### config.mk
export PLATFORM = sky130hd
export DESIGN_NAME = cpu_seq_ctrl
export DESIGN_NICKNAME = d
export VERILOG_FILES = /design/src/rtl/cpu_ctrl_pkg.sv /design/src/rtl/cpu_instr_decode.sv /design/src/rtl/cpu_seq_ctrl.sv
export SDC_FILE = /design/constraint.sdc
export NUM_CORES = 1
export LEC_CHECK = 0
export BUFFER_PORTS_ARGS = -buffer_cell sky130_fd_sc_hd__buf_2
export CORE_ASPECT_RATIO = 0.8
export CORE_MARGIN = 1.5
export CORE_UTILIZATION = 50
export CTS_CLUSTER_DIAMETER = 30
export DETAILED_ROUTE_END_ITERATION = 10
export PLACE_DENSITY = 0.78
export SYNTH_ARGS = -nofsm -noshare
export SYNTH_HDL_FRONTEND = slang
export SYNTH_SLANG_ARGS = --single-unit
### constraint.sdc
create_clock -name clk -period 2.7 [get_ports clk]
set_clock_uncertainty 0.2 [all_clocks]
set_input_delay 0.405 -clock clk [delete_from_list [all_inputs] [get_ports clk]]
set_output_delay 0.405 -clock clk [all_outputs]
set_load 0.005 [all_outputs]
### src/rtl/cpu_ctrl_pkg.sv
// Shared types and constants for the CPU control sequencer and its instruction decoder.
package cpu_ctrl_pkg;

    localparam int unsigned ILEN    = 16;
    localparam int unsigned OP_W    = 4;
    localparam int unsigned REG_W   = 4;
    localparam int unsigned OP_LSB  = 12;
    localparam int unsigned RD_LSB  = 8;
    localparam int unsigned RS1_LSB = 4;
    localparam int unsigned RS2_LSB = 0;

    typedef enum logic [3:0] {
        OP_ADD  = 4'h0,
        OP_SUB  = 4'h1,
        OP_AND  = 4'h2,
        OP_OR   = 4'h3,
        OP_XOR  = 4'h4,
        OP_ADDI = 4'h5,
        OP_JMP  = 4'h6,
        OP_BZ   = 4'h7,
        OP_HALT = 4'hF
    } opcode_e;

    typedef enum logic [2:0] {
        ST_IDLE,
        ST_FETCH,
        ST_DECODE,
        ST_EXEC,
        ST_WB,
        ST_HALT
    } state_e;

    typedef enum logic [2:0] {
        CLS_ALU,
        CLS_ADDI,
        CLS_JMP,
        CLS_BZ,
        CLS_HALT,
        CLS_NOP
    } op_class_e;

    localparam logic [1:0] RS2_SEL_REG  = 2'b00;
    localparam logic [1:0] RS2_SEL_IMM  = 2'b01;
    localparam logic [1:0] RS2_SEL_ZERO = 2'b10;

    // Extracts one 4-bit instruction field starting at bit lsb.
    function automatic logic [REG_W-1:0] get_field(input logic [ILEN-1:0] instr,
                                                   input int unsigned      lsb);
        return instr[lsb +: REG_W];
    endfunction

endpackage

### src/rtl/cpu_instr_decode.sv
// Combinational instruction decoder: splits an instruction into fields, class,
// rs2 operand select, zero-extended immediate and jump target.
module cpu_instr_decode
    import cpu_ctrl_pkg::*;
#(
    parameter int unsigned N  = 16,
    parameter int unsigned AW = 8
) (
    input  logic [ILEN-1:0]  i_instr,
    output logic [OP_W-1:0]  o_opcode_c,
    output logic [REG_W-1:0] o_rd_c,
    output logic [REG_W-1:0] o_rs1_c,
    output logic [REG_W-1:0] o_rs2_c,
    output op_class_e        o_cls_c,
    output logic [1:0]       o_rs2_sel_c,
    output logic [N-1:0]     o_imm_c,
    output logic             o_writes_c,
    output logic [AW-1:0]    o_target_c
);

    logic [OP_W-1:0] w_op;

    assign w_op        = get_field(i_instr, OP_LSB);
    assign o_opcode_c  = w_op;
    assign o_rd_c      = get_field(i_instr, RD_LSB);
    assign o_rs1_c     = get_field(i_instr, RS1_LSB);
    assign o_rs2_c     = get_field(i_instr, RS2_LSB);
    assign o_imm_c     = N'(get_field(i_instr, RS2_LSB));
    assign o_target_c  = i_instr[AW-1:0];

    // Unlisted opcodes fall through to NOP with a zero rs2 operand.
    always_comb begin
        o_cls_c     = CLS_NOP;
        o_rs2_sel_c = RS2_SEL_ZERO;
        o_writes_c  = 1'b0;
        case (w_op)
            OP_ADD, OP_SUB, OP_AND, OP_OR, OP_XOR: begin
                o_cls_c     = CLS_ALU;
                o_rs2_sel_c = RS2_SEL_REG;
                o_writes_c  = 1'b1;
            end
            OP_ADDI: begin
                o_cls_c     = CLS_ADDI;
                o_rs2_sel_c = RS2_SEL_IMM;
                o_writes_c  = 1'b1;
            end
            OP_JMP:  o_cls_c = CLS_JMP;
            OP_BZ:   o_cls_c = CLS_BZ;
            OP_HALT: o_cls_c = CLS_HALT;
            default: ;
        endcase
    end

endmodule

### src/rtl/cpu_seq_ctrl.sv
// Multi-cycle fetch/decode/exec/writeback sequencer for the 16-bit CPU datapath.
// Optional retired-instruction counter enabled by defining CPU_SEQ_PERF_CNT_EN.
module cpu_seq_ctrl
    import cpu_ctrl_pkg::*;
#(
    parameter int unsigned N   = 16,
    parameter int unsigned AW  = 8,
    parameter int unsigned OPW = 4
) (
    input  logic             clk,
    input  logic             rst,
    input  logic             start,
    output logic             imem_req,
    output logic [AW-1:0]    imem_addr,
    input  logic             imem_ack,
    input  logic [ILEN-1:0]  imem_rdata,
    input  logic             alu_zero,
    output logic [OPW-1:0]   opcode,
    output logic [REG_W-1:0] rd_addr,
    output logic [REG_W-1:0] rs1_addr,
    output logic [REG_W-1:0] rs2_addr,
    output logic [1:0]       rs2_sel,
    output logic [N-1:0]     imm,
    output logic             alu_en,
    output logic             rf_we,
    output logic [AW-1:0]    pc,
    output logic             busy,
    output logic             halted
`ifdef CPU_SEQ_PERF_CNT_EN
    ,
    output logic [15:0]      instret_cnt
`endif
);

    state_e           r_state;
    state_e           w_state_nxt;
    logic [ILEN-1:0]  r_instr;
    logic [ILEN-1:0]  w_instr_nxt;
    logic [AW-1:0]    r_pc;
    logic [AW-1:0]    w_pc_nxt;
    logic             r_zero;
    logic             w_zero_nxt;
    logic             w_start_ok;
    logic             w_fields_on;

    logic [OP_W-1:0]  w_op;
    logic [REG_W-1:0] w_rd;
    logic [REG_W-1:0] w_rs1;
    logic [REG_W-1:0] w_rs2;
    op_class_e        w_cls;
    logic [1:0]       w_rs2_sel;
    logic [N-1:0]     w_imm;
    logic             w_writes;
    logic [AW-1:0]    w_target;

    logic             r_imem_req;
    logic             r_alu_en;
    logic             r_rf_we;
    logic             r_busy;
    logic             r_halted;
    logic [OPW-1:0]   r_opcode;
    logic [REG_W-1:0] r_rd;
    logic [REG_W-1:0] r_rs1;
    logic [REG_W-1:0] r_rs2;
    logic [1:0]       r_rs2_sel;
    logic [N-1:0]     r_imm;

    // Decode the word being latched this cycle so field outputs are ready in DECODE.
    assign w_instr_nxt = (r_state == ST_FETCH && imem_ack) ? imem_rdata : r_instr;
    assign w_start_ok  = start && (r_state == ST_IDLE || r_state == ST_HALT);

    cpu_instr_decode #(
        .N  (N),
        .AW (AW)
    ) u_decode (
        .i_instr     (w_instr_nxt),
        .o_opcode_c  (w_op),
        .o_rd_c      (w_rd),
        .o_rs1_c     (w_rs1),
        .o_rs2_c     (w_rs2),
        .o_cls_c     (w_cls),
        .o_rs2_sel_c (w_rs2_sel),
        .o_imm_c     (w_imm),
        .o_writes_c  (w_writes),
        .o_target_c  (w_target)
    );

    always_ff @(posedge clk or posedge rst) begin
        if (rst) begin
            r_state <= ST_IDLE;
        end else begin
            r_state <= w_state_nxt;
        end
    end

    always_comb begin
        w_state_nxt = r_state;
        w_pc_nxt    = r_pc;
        w_zero_nxt  = r_zero;
        case (r_state)
            ST_IDLE: begin
                if (start) w_state_nxt = ST_FETCH;
            end
            ST_FETCH: begin
                if (imem_ack) w_state_nxt = ST_DECODE;
            end
            ST_DECODE: w_state_nxt = ST_EXEC;
            ST_EXEC: begin
                if (w_writes) w_zero_nxt = alu_zero;
                case (w_cls)
                    CLS_JMP: begin
                        w_pc_nxt    = w_target;
                        w_state_nxt = ST_FETCH;
                    end
                    CLS_BZ: begin
                        w_pc_nxt    = r_zero ? w_target : r_pc + AW'(1);
                        w_state_nxt = ST_FETCH;
                    end
                    CLS_HALT: w_state_nxt = ST_HALT;
                    default:  w_state_nxt = ST_WB;
                endcase
            end
            ST_WB: begin
                w_pc_nxt    = r_pc + AW'(1);
                w_state_nxt = ST_FETCH;
            end
            ST_HALT: begin
                if (start) begin
                    w_pc_nxt    = '0;
                    w_state_nxt = ST_FETCH;
                end
            end
            default: w_state_nxt = ST_IDLE;
        endcase
    end

    assign w_fields_on = (w_state_nxt == ST_DECODE) || (w_state_nxt == ST_EXEC) ||
                         (w_state_nxt == ST_WB);

    // Outputs are registered from the next state so they line up with the state they describe.
    always_ff @(posedge clk or posedge rst) begin
        if (rst) begin
            r_instr    <= '0;
            r_pc       <= '0;
            r_zero     <= 1'b0;
            r_imem_req <= 1'b0;
            r_alu_en   <= 1'b0;
            r_rf_we    <= 1'b0;
            r_busy     <= 1'b0;
            r_halted   <= 1'b0;
            r_opcode   <= '0;
            r_rd       <= '0;
            r_rs1      <= '0;
            r_rs2      <= '0;
            r_rs2_sel  <= '0;
            r_imm      <= '0;
        end else begin
            r_instr    <= w_instr_nxt;
            r_pc       <= w_pc_nxt;
            r_zero     <= w_zero_nxt;
            r_imem_req <= (w_state_nxt == ST_FETCH);
            r_alu_en   <= (w_state_nxt == ST_EXEC) && w_writes;
            r_rf_we    <= (w_state_nxt == ST_WB) && w_writes;
            r_busy     <= !((w_state_nxt == ST_IDLE) || (w_state_nxt == ST_HALT));
            r_halted   <= (w_state_nxt == ST_HALT);
            if (w_fields_on) begin
                r_opcode  <= OPW'(w_op);
                r_rd      <= w_rd;
                r_rs1     <= w_rs1;
                r_rs2     <= w_rs2;
                r_rs2_sel <= w_rs2_sel;
                r_imm     <= w_imm;
            end else begin
                r_opcode  <= '0;
                r_rd      <= '0;
                r_rs1     <= '0;
                r_rs2     <= '0;
                r_rs2_sel <= '0;
                r_imm     <= '0;
            end
        end
    end

    assign imem_req  = r_imem_req;
    assign imem_addr = r_pc;
    assign pc        = r_pc;
    assign alu_en    = r_alu_en;
    assign rf_we     = r_rf_we;
    assign busy      = r_busy;
    assign halted    = r_halted;
    assign opcode    = r_opcode;
    assign rd_addr   = r_rd;
    assign rs1_addr  = r_rs1;
    assign rs2_addr  = r_rs2;
    assign rs2_sel   = r_rs2_sel;
    assign imm       = r_imm;

`ifdef CPU_SEQ_PERF_CNT_EN
    logic [15:0] r_instret;

    // Every instruction leaving EXEC retires, HALT included; saturates at all-ones.
    always_ff @(posedge clk or posedge rst) begin
        if (rst) begin
            r_instret <= '0;
        end else if (w_start_ok) begin
            r_instret <= '0;
        end else if (r_state == ST_EXEC && r_instret != 16'hFFFF) begin
            r_instret <= r_instret + 16'd1;
        end
    end

    assign instret_cnt = r_instret;
`else
    logic w_unused_start_ok;
    assign w_unused_start_ok = w_start_ok;
`endif

endmodule

==> impl_metrics.py <==
metrics = {
    "clocking": {
        "holdBufCountCts": 0,
        "clk_pin_slew_ns": 0.09,
        "cts-root-buf": "clkbuf_8",
        "cts.sinks": 51,
        "htree_levels": 2,
        "clock_latency_ns": 0.30,
        "cts_resized": 0,
        "cts_buffer_depth": 2,
        "postCtsSetupBuffers": 0,
        "cts_buffers": 5,
        "cts_tree": "yes",
    },
    "global_routing": {
        "grt_pass1_wl_um": 7400,
        "grt_start_max_net_pins": 52,
        "use_met3_pct": 5.14,
        "top_usage_layer": "met2",
        "grt_use_met1_pct": 27.1,
        "track_usage_pct": 18.8,
        "antenna_found_initial": 0,
        "grt-ovfl-total": 0,
        "use_met2_pct": 28.7,
        "grt_pass1_vias": 1477,
    },
    "die": {
        "die_h_um": 65.1,
        "die-area_um2": 5250,
        "pin_count": 76,
        "std_cell_rows": 22,
        "start_util_pct": 52.2,
        "die_w_um": 80.7,
        "coreArea_um2": 4620,
    },
    "yosys": {
        "synth-edff-count": 0,
        "syn_avg_cell_area_um2": 11.2,
        "synthArstFlopShare_pct": 100,
        "synth_flop_cell": "dfrtp_1",
        "yosysWarningCount": 0,
        "synth-seq-area-share_pct": 52.9,
        "synth_area_leaders": "dfrtp_1, buf_4, mux2i_1",
        "yosys.cell_types.count": 42,
        "synth.largest_area_cell": "dfrtp_1",
        "synth_seq_cells": 51,
        "synthTopCellsByCount": "dfrtp_1, buf_4, nor2_1",
        "yosysMostFrequentCell": "dfrtp_1",
        "synth_area_um2": 2410,
        "synthCells": 215,
        "synth_top_area_share_pct": 52.9,
    },
    "cells_and_area": {
        "final_cell_area_um2": 2750,
        "drive_gt1_share_pct": 31.7,
        "seq_area_um2": 1280,
        "multi_input_area_um2": 895,
        "layout.cells.non_filler": 331,
        "final_nets": 292,
        "syn_to_final_growth_pct": 13.8,
        "num_antenna_cells": 0,
        "fillers": 429,
    },
    "power": {
        "ir_worst_vdd_mv": 0.569,
        "power_density_nw_per_um2": 1100,
        "p_total_mw": 3.03,
        "power_leakage_nw": 1.46,
    },
    "routing": {
        "wl_per_cell_um": 13.6,
        "drt_iter0_markers": 88,
        "drc_errors": 0,
        "finalWirelength_um": 4520,
        "routed_via_density": 5.12,
        "drtPass1Iterations": 5,
        "vias": 1694,
        "ant_nets": 0,
    },
    "timing": {
        "max_slew_margin_pct": 45.2,
        "finalSetupTns_ns": 0,
        "max_freq_mhz": 421,
        "min_period_ns": 2.37,
        "worst_pin_slew_ns": 0.822,
        "min_period_over_period_pct": 87.9,
        "hold_viol": 0,
        "drv_slew": 0,
        "fin_ws_ns": 0.327,
        "rsz0062_at_grt": "no",
        "setup_violations": 0,
    },
    "hold_path": {
        "hold_class": "in2async",
    },
    "worst_setup_path": {
        "cp-end-kind": "flop",
        "start_kind": "flop",
        "path_class": "reg2reg",
        "worstPathArrival_ns": 2.36,
        "cp_max_fo": 14,
        "worstPathRequired_ns": 2.69,
    },
    "placement": {
        "place_area_um2": 2650,
        "place_inst": 323,
        "dpl.hpwl_um": 3230,
        "io_buffers": 63,
        "dpl_worst_slack_ns": 0.355,
        "gp_congestion": 0.874,
    },
    "run": {
        "drv_cap": 0,
    },
    "outcome": {
        "status": "finished, final reports clean",
    },
}
==> worst paths after layout <==
| kind | start | end | slack [ns] | cells past startpoint |
|---|---|---|---|---|
| setup / recovery | r_state[1]$_DFF_PP0_ | imem_addr[5]$_DFFE_PP0P_ | 0.33 | 6 |
| hold / removal | rst | r_instr[5]$_DFF_PP0_ | 0.06 | 3 |
| setup reg to reg | r_state[1]$_DFF_PP0_ | imem_addr[5]$_DFFE_PP0P_ | 0.33 | 6 |
| hold reg to reg | r_instr[8]$_DFF_PP0_ | r_instr[8]$_DFF_PP0_ | 0.28 | 1 |
| max in group asynchronous | rst | imem_addr[2]$_DFFE_PP0P_ | 1.82 | 3 |
| min in group clk | alu_zero | r_zero$_DFFE_PP0P_ | 0.11 | 2 |
==> layer usage <==
layer | up-vias | wire (um)
li1 | 814 | -
met1 | 823 | 2190
met2 | 57 | 2060
met3 | 0 | 261
met4 | 0 | 0
met5 | - | 0
==> cell families after synthesis <==
group | Yosys count | synth area share, %
other | 1 | 0.155
and+or+nand+nor | 60 | 16.0
DFF | 51 | 52.9
adders and majority gates | 1 | 0.519
buffers and inverters | 46 | 11.7
muxes | 20 | 8.71
AOI/OAI and AO/OA | 36 | 10.0
==> sequential cells by signal (all words and copies together) (netlist names) <==
name       cells
rf_we          1
r_zero         1
halted         1
imem_addr      8
busy           1
rs2_sel        2
imem_req       1
rd_addr        4
opcode         4
rs1_addr       4
r_instr       16
imm            4
r_state        3
alu_en         1
==> through the flow <==
stage	utilization [%]	hold slack [ns]
after floorplan	-	0.247
after global routing	59.4	0.0988
final	59.4	0.0573
after detailed placement	57.3	0.271
after global placement	57.3	0.258
after CTS	59.4	0.0742
==> layout by cell type (no fill, tap or decap), types with 2 or more instances in the layout <==
cell and instances:
conb_1 12, a2111oi_0 2, o21ai_1 4, and3_1 5
o22ai_1 2, nor2b_1 6, and4b_1 2, a211o_1 6
o21ai_0 3, nand2b_1 4, nor4_1 2, a21boi_1 2
inv_2 4, clkbuf_8 6, dfrtp_1 51, nor2_1 22
a21oi_1 10, buf_4 4, nor4b_2 5, o32a_1 2
inv_1 12, mux2_1 7, mux2i_1 12, buf_2 63
nand2_1 5
==> final cells by class <==
type                       count  area share, %
clock buffer                   7           3.14
clock inverter                 1          0.319
inverter                      16           2.19
multi-input combinational    129           32.6
sequential                    51           46.5
tap                           60           2.73
timing repair buffer          67           12.6
==> critical path: stages, from the launching register on <==
cell      delay, ns
dfrtp_1        0.48
and4bb_4       0.51
mux2i_1        0.28
o31a_1         0.16
buf_4          0.21
o21ai_0        0.11
a211o_1        0.31
==> where the power goes <==
group	internal (mW)	switching, mW	total [mW]
combinational	0.580	0.708	1.29
clock	0.210	0.243	0.453
sequential	1.08	0.216	1.29
No activity file was read; power rests on OpenSTA's default activity.
